File: src/rtl/bit_serializer.sv
// Parallel-to-serial shifter: accepts a word on valid/ready and emits it one bit per clock; first bit 1 cycle after accept, en=0 freezes.
// Build with SER_PARITY_EN defined to append an even-parity bit after the data bits.
module bit_serializer #(
  parameter int W         = 8,
  parameter int MSB_FIRST = 1,
  parameter int GAP       = 0
) (
  input  logic         ck,
  input  logic         r,
  input  logic [W-1:0] din,
  input  logic         din_valid,
  output logic         din_ready,
  input  logic         en,
  output logic         so,
  output logic         so_valid,
  output logic         last,
  output logic         busy
);

`ifdef SER_PARITY_EN
  localparam int NB = W + 1;
`else
  localparam int NB = W;
`endif
  localparam int CW = $clog2(W + 1);
  localparam logic [CW-1:0] LAST_IDX = CW'(NB - 1);
  // The IDLE cycle that precedes the next accept is itself one of the GAP bubbles.
  localparam logic [3:0] GAP_LAST = (GAP > 1) ? 4'(GAP - 2) : 4'd0;

  localparam logic [1:0] ST_IDLE  = 2'd0;
  localparam logic [1:0] ST_SHIFT = 2'd1;
  localparam logic [1:0] ST_GAP   = 2'd2;

  logic [1:0]    state;
  logic [NB-1:0] sr;
  logic [CW-1:0] bit_cnt;
  logic [3:0]    gap_cnt;
  logic [NB-1:0] load_word;
  logic          head;
  logic          at_last;

`ifdef SER_PARITY_EN
  logic par;
  assign par       = ^din;
  assign load_word = (MSB_FIRST != 0) ? {din, par} : {par, din};
`else
  assign load_word = din;
`endif

  assign head      = (MSB_FIRST != 0) ? sr[NB-1] : sr[0];
  assign at_last   = (bit_cnt == LAST_IDX);
  assign so_valid  = (state == ST_SHIFT);
  assign so        = so_valid & head;
  assign last      = so_valid & at_last;
  assign busy      = (state != ST_IDLE);
  assign din_ready = (state == ST_IDLE) ||
                     ((GAP == 0) && (state == ST_SHIFT) && en && at_last);

  always_ff @(posedge ck) begin
    if (r) begin
      state   <= ST_IDLE;
      sr      <= '0;
      bit_cnt <= '0;
      gap_cnt <= '0;
    end else begin
      case (state)
        ST_IDLE: begin
          if (din_valid) begin
            sr      <= load_word;
            bit_cnt <= '0;
            state   <= ST_SHIFT;
          end
        end
        ST_SHIFT: begin
          if (en) begin
            if (at_last) begin
              bit_cnt <= '0;
              if (din_valid && din_ready) begin
                sr <= load_word;
              end else if (GAP > 1) begin
                sr      <= '0;
                gap_cnt <= '0;
                state   <= ST_GAP;
              end else begin
                sr    <= '0;
                state <= ST_IDLE;
              end
            end else begin
              sr      <= (MSB_FIRST != 0) ? {sr[NB-2:0], 1'b0} : {1'b0, sr[NB-1:1]};
              bit_cnt <= bit_cnt + CW'(1);
            end
          end
        end
        ST_GAP: begin
          if (en) begin
            if (gap_cnt == GAP_LAST) begin
              gap_cnt <= '0;
              state   <= ST_IDLE;
            end else begin
              gap_cnt <= gap_cnt + 4'd1;
            end
          end
        end
        default: state <= ST_IDLE;
      endcase
    end
  end

endmodule

File: config.mk
export PLATFORM = sky130hd
export DESIGN_NAME = bit_serializer
export DESIGN_NICKNAME = d
export VERILOG_FILES = /design/src/rtl/bit_serializer.sv
export SDC_FILE = /design/constraint.sdc
export NUM_CORES = 1
export LEC_CHECK = 0
export CORE_ASPECT_RATIO = 1.25
export CORE_MARGIN = 4
export CORE_UTILIZATION = 49
export CTS_CLUSTER_DIAMETER = 200
export DETAILED_ROUTE_END_ITERATION = 10
export PLACE_DENSITY_LB_ADDON = 0.12
export SLEW_MARGIN = 20
export SYNTH_ARGS = -nofsm -noshare
export SYNTH_HDL_FRONTEND = slang
export SYNTH_SLANG_ARGS = --single-unit
File: constraint.sdc
create_clock -name ck -period 1.3 [get_ports ck]
set_input_delay 0.325 -clock ck [delete_from_list [all_inputs] [get_ports ck]]
set_output_delay 0.325 -clock ck [all_outputs]
set_load 0.005 [all_outputs]
* Yosys cells after proc, flatten, opt, wreduce, memory -nomap -nowiden *
Cells that the tools add are included.

word-level totals
  register bits after elaboration = 18
  bits in latches = 0
  memory bits (writable) = 0
  bits in read-only memories = 0
  input bits = 12
  output and inout port bits = 5
  logic and storage cells = 45
  memories kept = 0

cells by class
  $add $sub $neg = 2
  $mul = 0
  divide/modulo/power cells = 0
  $lt $le $gt $ge = 0
  equal/unequal tests = 9
  shifts and indexed selects = 0
  mux-type cells = 17
  bitwise logic cells = 2
  reduce and logical (&&, ||, !) cells = 11

operators by type and width
  cell                   count
  $mux W8                4
  $mux W4                4
  $pmux W8 S2            1
  $mux W2                6
  $ne A2 B2 Y1 const B   5
  $add A4 B1 Y4 const B  2
  $pmux W4 S2            1
  $pmux W2 S3            1
  $reduce_and A6 Y1      1
  $eq A4 B3 Y1 const B   1
  $logic_not A4 Y1       1
  $reduce_bool A2 Y1     2
  $logic_and A1 B1 Y1    3
  $reduce_and A3 Y1      1
  $and A1 B1 Y1          2
  $eq A2 B1 Y1 const B   1
  $eq A2 B2 Y1 const B   1
  $logic_not A2 Y1       1
  $ne A2 B1 Y1 const B   1
  $reduce_and A2 Y1      1
  $logic_or A1 B1 Y1     1

* Longest topological paths before layout *
Gate-level depths: netlist (run 1).

  depth in word-level cells = 9
  depth in mapped cells = 5
  gate-level depth less buffers = 4

* Worst setup path before layout (run 1) *
No wires, ideal clock.

  path kind = flip-flop to output port
  start = register bit_cnt[0]
  end = output din_ready
  arrival = 0.962 ns
  required time = 0.975 ns
  setup slack = 0.013 ns
  cell stages (with the launch flop) = 5
  buffers on the path = 1
  cell sequence = dfxtp_1 ha_1 nand3b_1 buf_2 o21ai_1

on the way
  cells in the longest elaborated chain, start to end = 3

ends and longest elaborated chain
  what                    line  source
  start, declared         36    logic [CW-1:0] bit_cnt;
  start signal, assigned  90    bit_cnt <= bit_cnt + CW'(1);
  $eq A4 B3 Y1            51    assign at_last = (bit_cnt == LAST_IDX);
  $logic_and A1 B1 Y1     57    ((GAP == 0) && (state == ST_SHIFT) && en && at_last);
  $logic_or A1 B1 Y1      56    assign din_ready = (state == ST_IDLE) ||
  end, declared           12    output logic din_ready,

No other way between the ends.

* Final worst setup path (run 1) *
Same ends and word-level chain as after synthesis.

==> results of run 1 <==
final cells by class:
class                      instances  area (um2)  share of cell area (%)
multi-input combinational         66         556                    42.6
sequential                        13         267                    20.4
timing repair buffer              48         418                    32.1
tap                               18        22.5                    1.73
clock buffer                       4        26.3                    2.02
inverter                           4        15.0                    1.15
per-stage QoR:
stage               worst slack, ns  TNS [ns]  utilization, %  cells  hold slack [ns]
global placement             -0.589     -5.49            70.0    139            0.487
floorplan                    0.0132         0               -     93            0.393
global route                 -0.368     -1.72            83.5    153            0.524
finish                       -0.321     -1.05            83.5    153            0.507
CTS                          -0.323     -1.71            76.5    149            0.508
detailed placement           -0.584     -5.64            70.0    139            0.493
Yosys cell counts, drive strengths merged:
library cell and n:
nand3b 4, a311oi 1, buf 9, and3b 1, a32oi 1, inv 4, nor3b 1, ha 1
a31oi 7, o21ai 2, mux2i 5, clkbuf 1, nand4b 1, nand3 12, a22oi 1, nor2 2
a21oi 6, o211ai 1, dfxtp 13, nor2b 1, and2 2, and3 1, mux2 2, and4b 1
o22a 4, a21boi 1, nand2 7, o41ai 1
power by group through the flow:
stage	Sequential, mW	Clock, mW	Combinational, mW
3_5_place_dp	0.443	0	0.207
4_1_cts	0.434	0.269	0.220
6_report	0.439	0.270	0.249
5_1_grt	0.441	0.284	0.263
3_3_place_gp	0.443	0	0.202
2_1_floorplan	0.439	0	0.117
worst min-delay path, delay by kind of cell, from the launching register on:
family / cells / cell delay [ns]
AO/OA/AOI/OAI: 1 / 0.07
flip-flops: 1 / 0.32
AND/OR/NAND/NOR: 1 / 0.08
routing by layer:
metal	up-vias	GRT usage (%)	wire, um
li1	428	-	-
met1	440	26.3	1110
met2	32	38.0	1470
met3	2	3.01	141
met4	0	9.55	14
met5	-	0	0
sequential cells by signal (all words and copies together), names as in the netlist:
| name | cells |
|---|---|
| sr | 8 |
| bit_cnt | 4 |
| state | 1 |
kinds of logic after synthesis:
group / after synthesis / share of synthesized area, %
AND/OR/NAND/NOR: 33 / 22.6
AO/OA/AOI/OAI: 25 / 23.0
buffers and inverters: 14 / 10.4
flip-flops: 13 / 32.0
multiplexers: 7 / 10.4
adder cells (fa/ha/maj): 1 / 1.54
timing repair:
action	4_1_cts	5_1_grt
hold buffers	0	0
resized for setup	29	24
gates cloned	0	1
pin swaps	5	11
setup buffers	6	3
setup endpoints to repair	15	16
worst paths after layout:
kind               from  cells past startpoint         to  slack [ns]
max          bit_cnt[0]                      5  din_ready       -0.32
min               sr[6]                      2      sr[7]        0.51
max reg2reg  bit_cnt[0]                      6      sr[6]       -0.12
min reg2reg       sr[6]                      2      sr[7]        0.51
==> metrics.txt, run 1 <==
First DRT Iteration DRCs 47; final hold violations 0; RSZ-0062 raised after global routing yes; max frequency approximately 600 MHz; Worst setup EP type primary output; Tmin final roughly 1.6 ns; skew final between 0.003 and 0.004 ns; DP HPWL roughly 1.5 mm; Clk pwr share between 20% and 30%; H-tree level count 1; slowest stage cell, crit path dfxtp_2; status complete, but fails checks; GRT overflow 0; vias in the first global route 849; Post-Layout Inst Area between 1000 and 1500 um2; Synth area leaders dfxtp_1 (32%), nand3_1 (7.4%), buf_4 (5.5%); WL final between 2 and 3 mm; final worst-path setup slack -0.321 ns; Clk Latency, worst-skew pair between 0.2 and 0.3 ns; Worst-path clk slew about 0.090 ns; delay-heaviest family, CP flip-flops; area post-placement between 1000 and 1500 um2; WP data required approximately 1 ns; GP Congestion 0.755; total number of vias 902; most common cell after layout, fill and taps aside buf_4; CORE AREA 1560 um2; post-synth cell types 33; routed length per instance 17.8 um; Pins Over Slew Limit 0; Seq cells post-synth 13; crit-path max cell delay roughly 0.37 ns; largest net degree at the start of global routing 13; worst setup path category reg -> out; final setup fails 13; top-area cell type share of the netlist area around a third; Yosys warning total 0; switching part of the total between 20 and 30%; initial antenna violation count 0; Worst VDD drop about 0.74 mV; crit-path cells ha_4 > nand3b_1 > buf_4 > o21ai_2 > buf_2; I/O Pins 17; post-route DRC violation count 0; Gate Count Post-Synth 93; Longest Clk Path Bufs 2; sequential share of power 45.8%; worst path bufs/invs 2; fill count just under 100; CTS Buf Count 3; cell accounting for the most synthesized area dfxtp_1; synth-to-layout area growth 60.1%; Hold/Removal Path Class reg -> reg; Final Total Pwr about 0.96 mW; GRT Util Overall 21.9%; vias per std cell slightly below 6; Slew @ Worst Pin between 0.3 and 0.4 ns; Gate power share a little over a quarter; # diodes 0; arrival time at the worst endpoint 1.30 ns; Psw roughly 0.28 mW; share of cells above drive strength 1 a little under half; mean post-synth cell area 8.76 um2; MaxCap Viol Count 0; Rows 16; fin crit share 125%; first-pass GRT wire length ~3.9 mm; Root Buffer clkbuf_4; Die Y 53.6 um; I/O Buffers 16; Detail Route Antenna Nets 0; CTS tree yes; Synth Net Count about 110; final net count about 150; total iterations of the first detailed-routing run 4; register area share after synthesis 32.0%; Pwr per Cell Area 735 nW/um2; most frequent cells in the layout buf_4 (23), dfxtp_1 (10), clkdlybuf4s50_1 (9); Lkg Pwr 0.530 nW; failing checks setup timing; Max FO, Critical Path 3; starting density of the core 52.2%; total die area roughly 2400 um2; Int Pwr about 0.68 mW; startpoint types flop; CTS sink cnt 13; post-synthesis instance area 815 um2; Die W 44.5 um; relative slew slack 76.8%
Power figures use the tool's default switching activity.
==> run 2: changes to the inputs <==
Settings changed: CORE_MARGIN 4 to not set.
==> run 2 against run 1 <==
Net effect: the flow still finishes with violations (setup timing); critical path depth fell by 1; flip-flop and latch count unchanged; register-to-register slack about the same; routed wire length shrank 12%; clock skew shrank 0.0031 ns; via count shrank 0.33%; first-iteration DRC count shrank 49%; combinational power decreased by 4%; clock power decreased by 4%; largest cell class unchanged; highest routed layer unchanged.
==> metrics.txt, run 2 (synthesized netlist as in run 1, its figures left out) <==
fin crit share 118% (-6.2 points); Tmin final 1.54 ns (-0.0808 ns); crit-path cells ha_4 > nand3b_1 > o21ai_2 > buf_2; GRT Util Overall 28.9% (+7.0 points); Pwr per Cell Area 723 nW/um2 (-1.6%); worst setup path category reg -> out; MaxCap Viol Count 0 (unchanged); I/O Pins 17 (unchanged); final worst-path setup slack -0.240 ns (+0.0808 ns); WL final 2.41 mm (-12%); CTS sink cnt 13 (unchanged); GRT overflow 0 (unchanged); Rows 16 (unchanged); Lkg Pwr 0.526 nW (-0.75%); total iterations of the first detailed-routing run 4 (unchanged); most frequent cells in the layout buf_4 (25), dfxtp_1 (10), clkdlybuf4s50_1 (9); Root Buffer clkbuf_4; synth-to-layout area growth 58.8%; I/O Buffers 16 (unchanged); # diodes 0 (unchanged); Die Y 47.6 um (-11%); final net count 151 (+1.3%); fill count 91 (-7.1%); skew final 0.000806 ns (-0.00305 ns); WP data required 0.98 ns (about the same); Reg with most FFs sr; Max FO, Critical Path 3 (unchanged); vias in the first global route 782 (-7.9%); total die area 1830 um2 (-23%); final setup fails 10 (-3); crit-path max cell delay 0.36 ns (about the same); largest net degree at the start of global routing 9 (-4); status complete, but fails checks; Slew @ Worst Pin 0.331 ns (-0.0102 ns); area post-placement 1100 um2 (+0.69%); slowest stage cell, crit path dfxtp_2; CTS tree yes; hold buffers post-CTS 0 (unchanged); share of cells above drive strength 1 46.0% (+0.059 points); relative slew slack 77.5% (+0.69 points); starting density of the core 52.2% (unchanged); initial antenna violation count 0 (unchanged); delay-heaviest family, CP flip-flops; most common cell after layout, fill and taps aside buf_4; Worst-path clk slew 0.08 ns (about the same); post-route DRC violation count 0 (unchanged); Post-Layout Inst Area 1290 um2 (-0.77%); Hold/Removal Path Class reg -> reg; startpoint types flop; vias per std cell 5.80 (-1.6%); total number of vias 899 (-0.33%); Clk Latency, worst-skew pair 0.28 ns (about the same); Longest Clk Path Bufs 2 (unchanged); H-tree level count 1 (unchanged); RSZ-0062 raised after global routing yes; CORE AREA 1560 um2 (unchanged); Detail Route Antenna Nets 0 (unchanged); arrival time at the worst endpoint 1.22 ns (-0.08 ns); Top Registers sr x8, bit_cnt x4, state x1; Worst VDD drop 0.749 mV (+1.1%); routed length per instance 15.5 um (-13%); GP Congestion 0.727 (-3.8%); final hold violations 0 (unchanged); Die W 38.5 um (-13%); worst path bufs/invs 1 (-1); first-pass GRT wire length 3.51 mm (-9.3%); CTS Buf Count 3 (unchanged); Pins Over Slew Limit 0 (unchanged); failing checks setup timing; First DRT Iteration DRCs 24 (-49%); DP HPWL 1.55 mm (+1.2%); Worst setup EP type primary output; max reg flops 8 (unchanged); max frequency 649 MHz (+5.2%); Core Util, Final 82.9% (-0.64 points)
==> run 2: layout make-up <==
| class | count | area (um2) | share of cell area, % |
|---|---|---|---|
| clock buffer | 4 | 26.3 | 2.03 |
| timing repair buffer | 50 | 425 | 32.9 |
| inverter | 4 | 15.0 | 1.16 |
| sequential | 13 | 267 | 20.6 |
| multi-input combinational | 66 | 538 | 41.6 |
| tap | 18 | 22.5 | 1.74 |
==> run 2: worst register-to-register path: cells and delay by family (launching register included) <==
family | cells | cell delay [ns]
AO/OA/AOI/OAI | 2 | 0.24
flip-flops | 1 | 0.36
buffers and inverters | 3 | 0.43
AND/OR/NAND/NOR | 1 | 0.14
adder cells (fa/ha/maj) | 1 | 0.13
==> run 2: path summary, 6_finish.rpt <==
path / from / end / slack [ns] / depth (start not counted)
setup reg to reg: bit_cnt[0] / sr[5] / -0.12 / 7
setup / recovery: bit_cnt[0] / din_ready / -0.24 / 4
hold reg to reg: sr[6] / sr[7] / 0.50 / 2
hold / removal: sr[6] / sr[7] / 0.50 / 2
==> run 2: layer usage <==
metal,wire (um),track usage (%)
met4,25,16.6
met5,0,0
met3,118,6.05
met2,1270,52.5
met1,998,30.8
==> run 2: where the power goes <==
| group | switching (mW) | internal [mW] | total [mW] |
|---|---|---|---|
| registers | 0.0176 | 0.419 | 0.437 |
| clock network | 0.140 | 0.119 | 0.259 |
| logic | 0.104 | 0.136 | 0.239 |
| total | 0.261 | 0.674 | 0.935 |
==> run 2: metrics by stage <==
step	setup slack, ns	cells	total power, mW	setup TNS [ns]	hold WS [ns]
after CTS	-0.240	152	0.925	-0.516	0.501
after floorplan	0.0132	93	0.556	0	0.393
final	-0.240	155	0.935	-0.922	0.498
after detailed placement	-0.610	140	0.655	-6.01	0.487
after global routing	-0.323	155	0.978	-1.72	0.526
after global placement	-0.587	140	0.649	-5.54	0.474
==> run 2: timing repair <==
item	4_1_cts	5_1_grt
hold endpoints to repair	0	0
setup buffers	8	4
setup endpoints to repair	16	14
pin swaps	10	9
resized for setup	33	14
